## src/rtl/mmio_pkg.sv

```systemverilog
// rtl/mmio_pkg.sv - shared types and default register map for the CPU MMIO bus bridge
// Contents:
//   state_t    bridge FSM states
//   dec_t      address decode result
//   ADDR_*     default peripheral register addresses (tube, buttons, IR code words)
package mmio_pkg;

    typedef enum logic [1:0] {
        IDLE,
        RD_WAIT,
        CLEAR
    } state_t;

    typedef enum logic [1:0] {
        DEC_RAM,
        DEC_REG,
        DEC_NONE
    } dec_t;

    localparam int ADDR_TUBE  = 110;
    localparam int ADDR_BTNS  = 111;
    localparam int ADDR_IR_HI = 112;
    localparam int ADDR_IR_LO = 113;

    // Number of slots in the default map, tube through IR low word.
    localparam int DEFAULT_NUM_REGS = ADDR_IR_LO - ADDR_TUBE + 1;

endpackage

```

## src/rtl/mmio_clear_engine.sv

```systemverilog
// rtl/mmio_clear_engine.sv - sequential RAM clear address generator
// Ports:
//   clk, res     clock, asynchronous active-low reset
//   start        begin a clear sweep (ignored while busy)
//   busy         high while a RAM write is due this cycle at addr
//   done         one-cycle pulse the cycle after the last address was written
//   addr         current clear address
module mmio_clear_engine #(
    parameter int RAM_DEPTH = 4096,
    parameter int CNT_W     = $clog2(RAM_DEPTH)
) (
    input  logic             clk,
    input  logic             res,
    input  logic             start,
    output logic             busy,
    output logic             done,
    output logic [CNT_W-1:0] addr
);

    localparam logic [CNT_W-1:0] LAST = CNT_W'(RAM_DEPTH - 1);

    logic [CNT_W-1:0] cnt;

    always_ff @(posedge clk or negedge res) begin
        if (!res) begin
            busy <= 1'b0;
            done <= 1'b0;
            cnt  <= '0;
        end else begin
            done <= 1'b0;
            if (start && !busy) begin
                busy <= 1'b1;
                cnt  <= '0;
            end else if (busy) begin
                // Stop on the last address instead of letting the counter wrap.
                if (cnt == LAST) begin
                    busy <= 1'b0;
                    done <= 1'b1;
                end else begin
                    cnt <= cnt + 1'b1;
                end
            end
        end
    end

    assign addr = cnt;

endmodule

```

## src/rtl/mmio_bus_bridge.sv

```systemverilog
// rtl/mmio_bus_bridge.sv - CPU load/store bridge to block RAM port B and a peripheral register window
// Ports:
//   clk, res                      clock, asynchronous active-low reset
//   cpu_sel/load/addr/wdata/clr   CPU request (held while cpu_stall=1)
//   cpu_rdata, cpu_rvalid         read data and one-cycle completion strobe
//   cpu_stall                     bridge busy (read in flight or RAM clear)
//   ram_addr/wdata/we, ram_rdata  RAM port B (1-cycle synchronous read)
//   reg_in, reg_out, reg_wstb     peripheral slot inputs, CPU-written values, write strobes
module mmio_bus_bridge
    import mmio_pkg::*;
#(
    parameter int                    ADDR_W    = 12,
    parameter int                    DATA_W    = 16,
    parameter int                    RAM_DEPTH = 4096,
    parameter int                    NUM_REGS  = DEFAULT_NUM_REGS,
    parameter int                    REG_BASE  = ADDR_TUBE,
    parameter logic [NUM_REGS-1:0]   RO_MASK   = 4'b1110,
    parameter logic [DATA_W-1:0]     CLR_VALUE = '0
) (
    input  logic                         clk,
    input  logic                         res,
    input  logic                         cpu_sel,
    input  logic                         cpu_load,
    input  logic [ADDR_W-1:0]            cpu_addr,
    input  logic [DATA_W-1:0]            cpu_wdata,
    input  logic                         cpu_clr,
    output logic [DATA_W-1:0]            cpu_rdata,
    output logic                         cpu_rvalid,
    output logic                         cpu_stall,
    output logic [ADDR_W-1:0]            ram_addr,
    output logic [DATA_W-1:0]            ram_wdata,
    output logic                         ram_we,
    input  logic [DATA_W-1:0]            ram_rdata,
    input  logic [NUM_REGS*DATA_W-1:0]   reg_in,
    output logic [NUM_REGS*DATA_W-1:0]   reg_out,
    output logic [NUM_REGS-1:0]          reg_wstb
);

    localparam int CNT_W  = $clog2(RAM_DEPTH);
    localparam int SLOT_W = (NUM_REGS > 1) ? $clog2(NUM_REGS) : 1;

    state_t             state, state_next;
    dec_t               dec, dec_q;
    logic [SLOT_W-1:0]  slot, slot_q;
    logic [31:0]        addr_ext;
    logic               reg_hit;
    logic               ram_hit;
    logic               accept_rd;
    logic               accept_wr;
    logic               clr_start;
    logic               clr_busy;
    logic               clr_done;
    logic [CNT_W-1:0]   clr_addr;
    logic [DATA_W-1:0]  slot_val;

    // Address decode; the register window takes precedence over RAM.
    always_comb begin
        addr_ext = 32'(cpu_addr);
        reg_hit  = (addr_ext >= 32'(REG_BASE)) && (addr_ext < 32'(REG_BASE + NUM_REGS));
        ram_hit  = !reg_hit && (addr_ext < 32'(RAM_DEPTH));
        slot     = SLOT_W'(addr_ext - 32'(REG_BASE));
        if (reg_hit)      dec = DEC_REG;
        else if (ram_hit) dec = DEC_RAM;
        else              dec = DEC_NONE;
    end

    always_ff @(posedge clk or negedge res) begin
        if (!res) state <= IDLE;
        else      state <= state_next;
    end

    // Clear wins over a bus request presented in the same cycle; that request is dropped.
    always_comb begin
        state_next = state;
        clr_start  = 1'b0;
        accept_rd  = 1'b0;
        accept_wr  = 1'b0;
        case (state)
            IDLE: begin
                if (cpu_clr) begin
                    clr_start  = 1'b1;
                    state_next = CLEAR;
                end else if (cpu_sel) begin
                    if (cpu_load) begin
                        accept_rd  = 1'b1;
                        state_next = RD_WAIT;
                    end else begin
                        accept_wr  = 1'b1;
                    end
                end
            end
            RD_WAIT: state_next = IDLE;
            CLEAR:   if (clr_done) state_next = IDLE;
            default: state_next = IDLE;
        endcase
    end

    mmio_clear_engine #(
        .RAM_DEPTH (RAM_DEPTH),
        .CNT_W     (CNT_W)
    ) u_clear (
        .clk   (clk),
        .res   (res),
        .start (clr_start),
        .busy  (clr_busy),
        .done  (clr_done),
        .addr  (clr_addr)
    );

    // RAM port B: the clear engine owns the port while busy.
    always_comb begin
        ram_addr  = cpu_addr;
        ram_wdata = cpu_wdata;
        ram_we    = accept_wr && (dec == DEC_RAM);
        if (clr_busy) begin
            ram_addr  = ADDR_W'(clr_addr);
            ram_wdata = CLR_VALUE;
            ram_we    = 1'b1;
        end
    end

    // Read-write slots read back the CPU-written value, read-only slots the peripheral.
    always_comb begin
        if (RO_MASK[slot_q]) slot_val = reg_in[slot_q*DATA_W +: DATA_W];
        else                 slot_val = reg_out[slot_q*DATA_W +: DATA_W];
    end

    always_ff @(posedge clk or negedge res) begin
        if (!res) begin
            dec_q      <= DEC_NONE;
            slot_q     <= '0;
            cpu_rdata  <= '0;
            cpu_rvalid <= 1'b0;
            reg_out    <= '0;
            reg_wstb   <= '0;
        end else begin
            cpu_rvalid <= 1'b0;
            reg_wstb   <= '0;
            if (accept_rd) begin
                dec_q  <= dec;
                slot_q <= slot;
            end
            if (state == RD_WAIT) begin
                cpu_rvalid <= 1'b1;
                case (dec_q)
                    DEC_RAM: cpu_rdata <= ram_rdata;
                    DEC_REG: cpu_rdata <= slot_val;
                    default: cpu_rdata <= '0;
                endcase
            end
            if (accept_wr && (dec == DEC_REG) && !RO_MASK[slot]) begin
                reg_out[slot*DATA_W +: DATA_W] <= cpu_wdata;
                reg_wstb[slot]                 <= 1'b1;
            end
        end
    end

    assign cpu_stall = (state != IDLE);

endmodule

```

## config.mk

```make
export PLATFORM = sky130hd
export DESIGN_NAME = mmio_bus_bridge
export DESIGN_NICKNAME = d
export VERILOG_FILES = /design/src/rtl/mmio_pkg.sv /design/src/rtl/mmio_clear_engine.sv /design/src/rtl/mmio_bus_bridge.sv
export SDC_FILE = /design/constraint.sdc
export NUM_CORES = 1
export LEC_CHECK = 0
export ABC_CLOCK_PERIOD_IN_PS = 1600
export CORE_MARGIN = 8
export CORE_UTILIZATION = 38
export CTS_CLUSTER_SIZE = 30
export DETAILED_ROUTE_END_ITERATION = 8
export GPL_TIMING_DRIVEN = 0
export PLACE_DENSITY = 0.75
export RECOVER_POWER = 50
export SYNTH_ARGS = -nofsm -noshare
export SYNTH_HDL_FRONTEND = slang
export SYNTH_SLANG_ARGS = --single-unit
```

## constraint.sdc

```tcl
create_clock -name clk -period 1.6 [get_ports clk]
set_input_delay 0.24 -clock clk [delete_from_list [all_inputs] [get_ports clk]]
set_output_delay 0.24 -clock clk [all_outputs]
set_load 0.1 [all_outputs]
```

; Word level (Yosys, flattened, before mapping)
; Cells that the tools add are included.
[classes]
n_addsub = 3
n_lt_le_gt_ge = 5
n_eq_ne = 9
shifts = 4
muxes = 39
n_reduce_logical = 15
[op_table]
columns = operator, n
row1 = variable part select 64 x 7 -> 16 bit, 2
row2 = bitwise mux 64 bit, 1
row3 = "variable shift 16 x 34 -> 64 bit, first input constant", 1
row4 = variable part select 16 x 34 -> 64 bit, 1
row5 = 2-to-1 mux 12 bit, 4
row6 = negator 6 -> 34 bit, 1
row7 = 2-to-1 mux 16 bit, 2
row8 = case mux 16 bit (2 select lines), 1
row9 = 2-to-1 mux 1 bit, 22
row10 = "adder 12 x 1 -> 12 bit, second input constant", 1
row11 = "equality test 12 bit, second input constant", 1
row12 = "greater-or-equal comparator 12 x 7 -> 1 bit, second input constant", 1
row13 = "less-than comparator 12 x 7 -> 1 bit, second input constant", 1
row14 = 2-to-1 mux 2 bit, 4
row15 = logical AND 1 bit, 6
row16 = zero test 2 bit, 3
row17 = "less-than comparator 2 x 3 -> 1 bit, second input constant", 2
row18 = "inequality test 3 bit, second input constant", 2
row19 = binary-select mux 1 bit (select 2 bit), 2
row20 = "equality test 2 x 1 -> 1 bit, second input constant", 2
row21 = 2-to-1 mux 4 bit, 1
row22 = "inequality test 2 x 1 -> 1 bit, second input constant", 2
row23 = case mux 2 bit (2 select lines), 1
row24 = nonzero test 2 bit, 2
row25 = other kinds (8), 9
[word_totals]
register_bits = 105
input_bits = 113
output_inout_bits = 115
elab_cells = 85

; Logic depth before layout (Yosys ltp)
[logic_depth]
ltp_word = 7
ltp_mapped = 8
mapped_depth_nobuf = 6

; By module
; From an unflattened synthesis, not the netlist that was laid out.
[hier_totals]
hier_cells = 407
hier_area_um2 = 4982.3
[modules_own_cells]
columns = module, n_inst, cells_each, area_per_inst_um2, seq_area_each_um2
row1 = mmio_bus_bridge, 1, 330, 4217.8, 2278.4
row2 = mmio_clear_engine, 1, 77, 764.5, 350.3

; Worst setup path after synthesis
; No wires, ideal clock.
[synth_path]
path_type = input to output
from = input port cpu_addr[0]
to = output port ram_we
arrival_time_ns = 3.322
t_required_ns = 1.360
setup_slack_ns = -1.962
stages = 6
n_path_buf = 0
path_cell_list = inv_1 > ha_1 > or2_2 > a41o_1 > and2_1 > o21ai_0
[synth_between]
elab_chain_cells = 6
elab_cells_between_ends = 7
cone_classes = order compare: 2 / mux: 2 / reduce/logical: 3
[synth_rtl]
columns = element, line
row1 = start: declaration, mmio_bus_bridge.sv:24  ; input logic [ADDR_W-1:0] cpu_addr,
row2 = greater-or-equal comparator 12 x 7 -> 1 bit / less-than comparator 12 x 7 -> 1 bit (equally long branches), mmio_bus_bridge.sv:59  ; reg_hit = (addr_ext >= 32'(REG_BASE)) && (addr_ext < 32'(REG_BASE + NUM_REGS));
row3 = logical AND 1 bit *, mmio_bus_bridge.sv:59
row4 = 2-to-1 mux 1 bit *, mmio_bus_bridge.sv:62  ; if (reg_hit) dec = DEC_REG;
row5 = zero test 2 bit *, mmio_bus_bridge.sv:114  ; ram_we = accept_wr && (dec == DEC_RAM);
row6 = logical AND 1 bit *, mmio_bus_bridge.sv:114
row7 = 2-to-1 mux 1 bit *, mmio_bus_bridge.sv:115  ; if (clr_busy) begin
row8 = end: declaration, mmio_bus_bridge.sv:32  ; output logic ram_we,
; Mark *: on every way between the ends. The rest lies on a longest branch, timed or not.

; Worst setup path in the final report
; Same ends and word-level chain as after synthesis.

==> reports/summary.txt <==
status: finished with violations
failing checks: setup timing
final core occ: 69.7%
Cell Int Power: 5.41 mW
total gr overflow: 0
clk buf depth: 2
Initial Utilization: 38.2%
f_max: 0.500 GHz
area taken by multi-input logic gates: 0.00258 mm^2
register area share after synthesis: 52.8%
peak supply drop: 0.000724 V
Lkg Pwr: 4.04 nW
CTS buffer count: 9
total die area: 0.0170 mm^2
Total Power: 8.34 mW
setup TNS: -12.96 ns
sequential power share: 34.5%
RR Startpoint: state[0]$_DFFE_PN0P_
slew margin rel.: 40.3%
Die Wd: 130 um
P&R area growth vs syn: 82.5%
ANT cells: 0
Core Rows: 42
CTS tree: yes
Global Route Usage Sum: 20.5%
DRT Pass-1 Iters: 4
minimum clock period: 2.00 ns
htree depth: 3
# fillers: 913
Slew @ Worst Pin: 0.896 ns
port bufs: 211
Placed Cells: 800
Mapped Cells: 412
worst endpoint data arrival time: 1.76 ns
Psw: 2.92 mW
hold path depth: 2
Worst Setup End Kind: output port
clock root cell: clkbuf_16
Routability Congestion: 0.878
vias in the first global route: 4,676
Ports: 228
CTS clk-pin slew, worst paths: 0.07 ns
vias per inst: 4.99
Place WS: -1.93 ns
Detail Placement HPWL: 12.6 mm
Die Y: 130 um
WHS Endpoint: slot_q[1]$_DFFE_PN0P_
Critical Path RT: 1.36 ns
Final WS setup: -0.401 ns
count of pins over their slew limit: 0
initial antenna violation count: 0
Net Sw Frac: 35.1%
part of the power in combinational logic: 39.3%
# DRC: 0
Routed wire per std cell: 20.7 um
first-pass GRT wire length: 26.4 mm
post-route ant nets: 0
Vias: 4,270
synthesized flop and latch total: 105
worst clock skew: 0.00765 ns
Power Density: 918 mW/mm^2
max-cap viol count: 0
Cell Area, Synth: 0.00498 mm^2
final cell count without fillers: 855
Hold Path Class: input port to flop
layout cells sized above 1: 50.8%
CTS sink count: 105
crit path kind: input port to output port
nets: 794
DRT Wirelength: 17.7 mm
Setup crit start kind: input port
Period Utilization, post-route: 125%
post-synth net total: 532
Clock Latency Late Sink: 0.35 ns
Yosys cell types: 47
yosys synthesis warning count: 0
pin count of the biggest net entering global routing: 74
R2R Path End: reg_out[2]$_DFFE_PN0P_
setup violators final: 100
CP max FO: 6
Core Region: 0.0130 mm^2
RSZ-0062 raised after global routing: true
Clk pwr share: 26.2%
path depth of the worst reg2reg path: 6
synthesized area per cell: 12.1 um^2
Initial DRC Count: 280
hold_sp: cpu_addr[1]
Register Area: 0.00267 mm^2
R2R Setup Slk: -0.18 ns
final hold viol count: 0
## critical path: stages
cell and delay (ns):
buf_2 0.17, clkinvlp_4 0.14, ha_4 0.17, or2_4 0.22
a41o_4 0.27, and2_4 0.18, o21ai_4 0.17, buf_12 0.19
## worst max-delay path by stage
stage,startpoint,end,slack (ns),cells past startpoint
2_1_floorplan,cpu_addr[0],ram_we,-0.31,6
5_1_grt,state[1]$_DFFE_PN0P_,ram_we,-0.45,4
3_3_place_gp,res,reg_out[15]$_DFFE_PN0P_,-4.23,1
6_report,cpu_addr[0],ram_we,-0.40,8
3_5_place_dp,cpu_addr[0],ram_we,-1.93,8
4_1_cts,state[0]$_DFFE_PN0P_,ram_we,-0.39,4
## flip-flops by register name, indices dropped and copies added, names as in the netlist
name          count
u_clear.addr     12
reg_wstb          4
cpu_rdata        16
cpu_rvalid        1
u_clear.busy      1
state             2
reg_out          64
u_clear.done      1
slot_q            2
dec_q             2
## synth_stat cells, drive strengths merged
master  number  area [um^2]
dfrtp      104         2600
and2        52          325
nand2       33          124
inv         27          101
mux2        26          293
a22o        17          150
mux2i       17          170
nor2b       17          106
mux4        16          360
clkbuf      15         57.6
buf         11         96.3
o21ai       11         55.1
ha           7         87.6
a21oi        6         30.0
a31oi        6         37.5
nand4        6         43.8
nor2         6         22.5
nand3        5         25.0
and3         3         20.0
nor3         3         15.0
or2          3         18.8
a311oi       2         17.5
and4         2         18.8
nor4         2         42.5
nor4b        2         23.8
o31ai        2         15.0
a211oi       1         7.51
a221o        1         10.0
a41o         1         10.0
a41oi        1         8.76
and3b        1         8.76
dfstp        1         26.3
nand2b       1         6.26
o211a        1         10.0
o41a         1         11.3
or2b         1         7.51
or3          1         11.3
## metal layers
metal | global-route usage [%] | part of all wire [%]
met5 | 0 | 0
met4 | 7.43 | 2.3
met3 | 5.24 | 5.8
met2 | 36.9 | 53
met1 | 23.1 | 39
## cell usage in the layout, fill, tap and decap left out, drive strengths merged, types with 2 or more instances in the layout
master	synthesis	routed
nand3	5	5
mux2i	17	17
ha	7	7
nor2	6	6
a21oi	6	6
clkinv	0	2
a22o	17	17
nor3	3	3
clkinvlp	0	2
and2	52	52
o31ai	2	2
and4	2	2
nor4	2	2
clkdlybuf4s18	0	2
clkdlybuf4s50	0	89
nand2	33	33
dfrtp	104	104
nor2b	17	17
inv	27	26
nor4b	2	2
mux2	26	26
buf	11	96
a311oi	2	2
a31oi	6	6
and3	3	3
nand4	6	6
o21ai	11	11
clkdlybuf4s15	0	79
clkbuf	15	21
or2	3	3
mux4	16	16
## through the flow
stage          instance area [um^2]  hold WS (ns)
4_1_cts                        8940         0.232
6_report                       9080         0.255
3_5_place_dp                   7680         0.215
5_1_grt                        9080         0.279
2_1_floorplan                  5320       -0.0556
3_3_place_gp                   7650         0.409
## kinds of logic (layout without fill, tap and decap cells)
logic type	after synthesis	in the layout	synth area share (%)
buffers and inverters	53	320	5.13
adders and majority gates	7	7	1.76
muxes	59	59	16.5
and+or+nand+nor	138	138	16.5
DFF	105	105	52.8
AOI/OAI and AO/OA	50	50	7.29
## power by group through the flow
stage	combinational [mW]	clock [mW]	sequential, mW
2_1_floorplan	1.73	0	2.98
3_3_place_gp	2.49	0	2.90
3_5_place_dp	2.54	0	2.91
4_1_cts	3.08	2.23	2.88
5_1_grt	3.40	2.34	2.89
6_report	3.28	2.18	2.88
## what timing repair did
item / in CTS / in global routing
hold buffers: 1 / 0
gates resized for setup: 626 / 54
pin swaps: 32 / 2
gates cloned: 4 / 1
hold endpoints to repair: 32 / 0
buffers inserted: 30 / 11
setup endpoints to repair: 211 / 128
## layout make-up
cell class,instances,area share (%)
clock buffers,12,2.60
inverters,27,1.16
well taps,176,2.42
plain buffers,20,2.58
clock inverters,4,0.606
flip-flops and latches,105,29.4
multi-input cells,254,28.4
repair buffers,257,32.8
(Power assumes the default switching activity.)
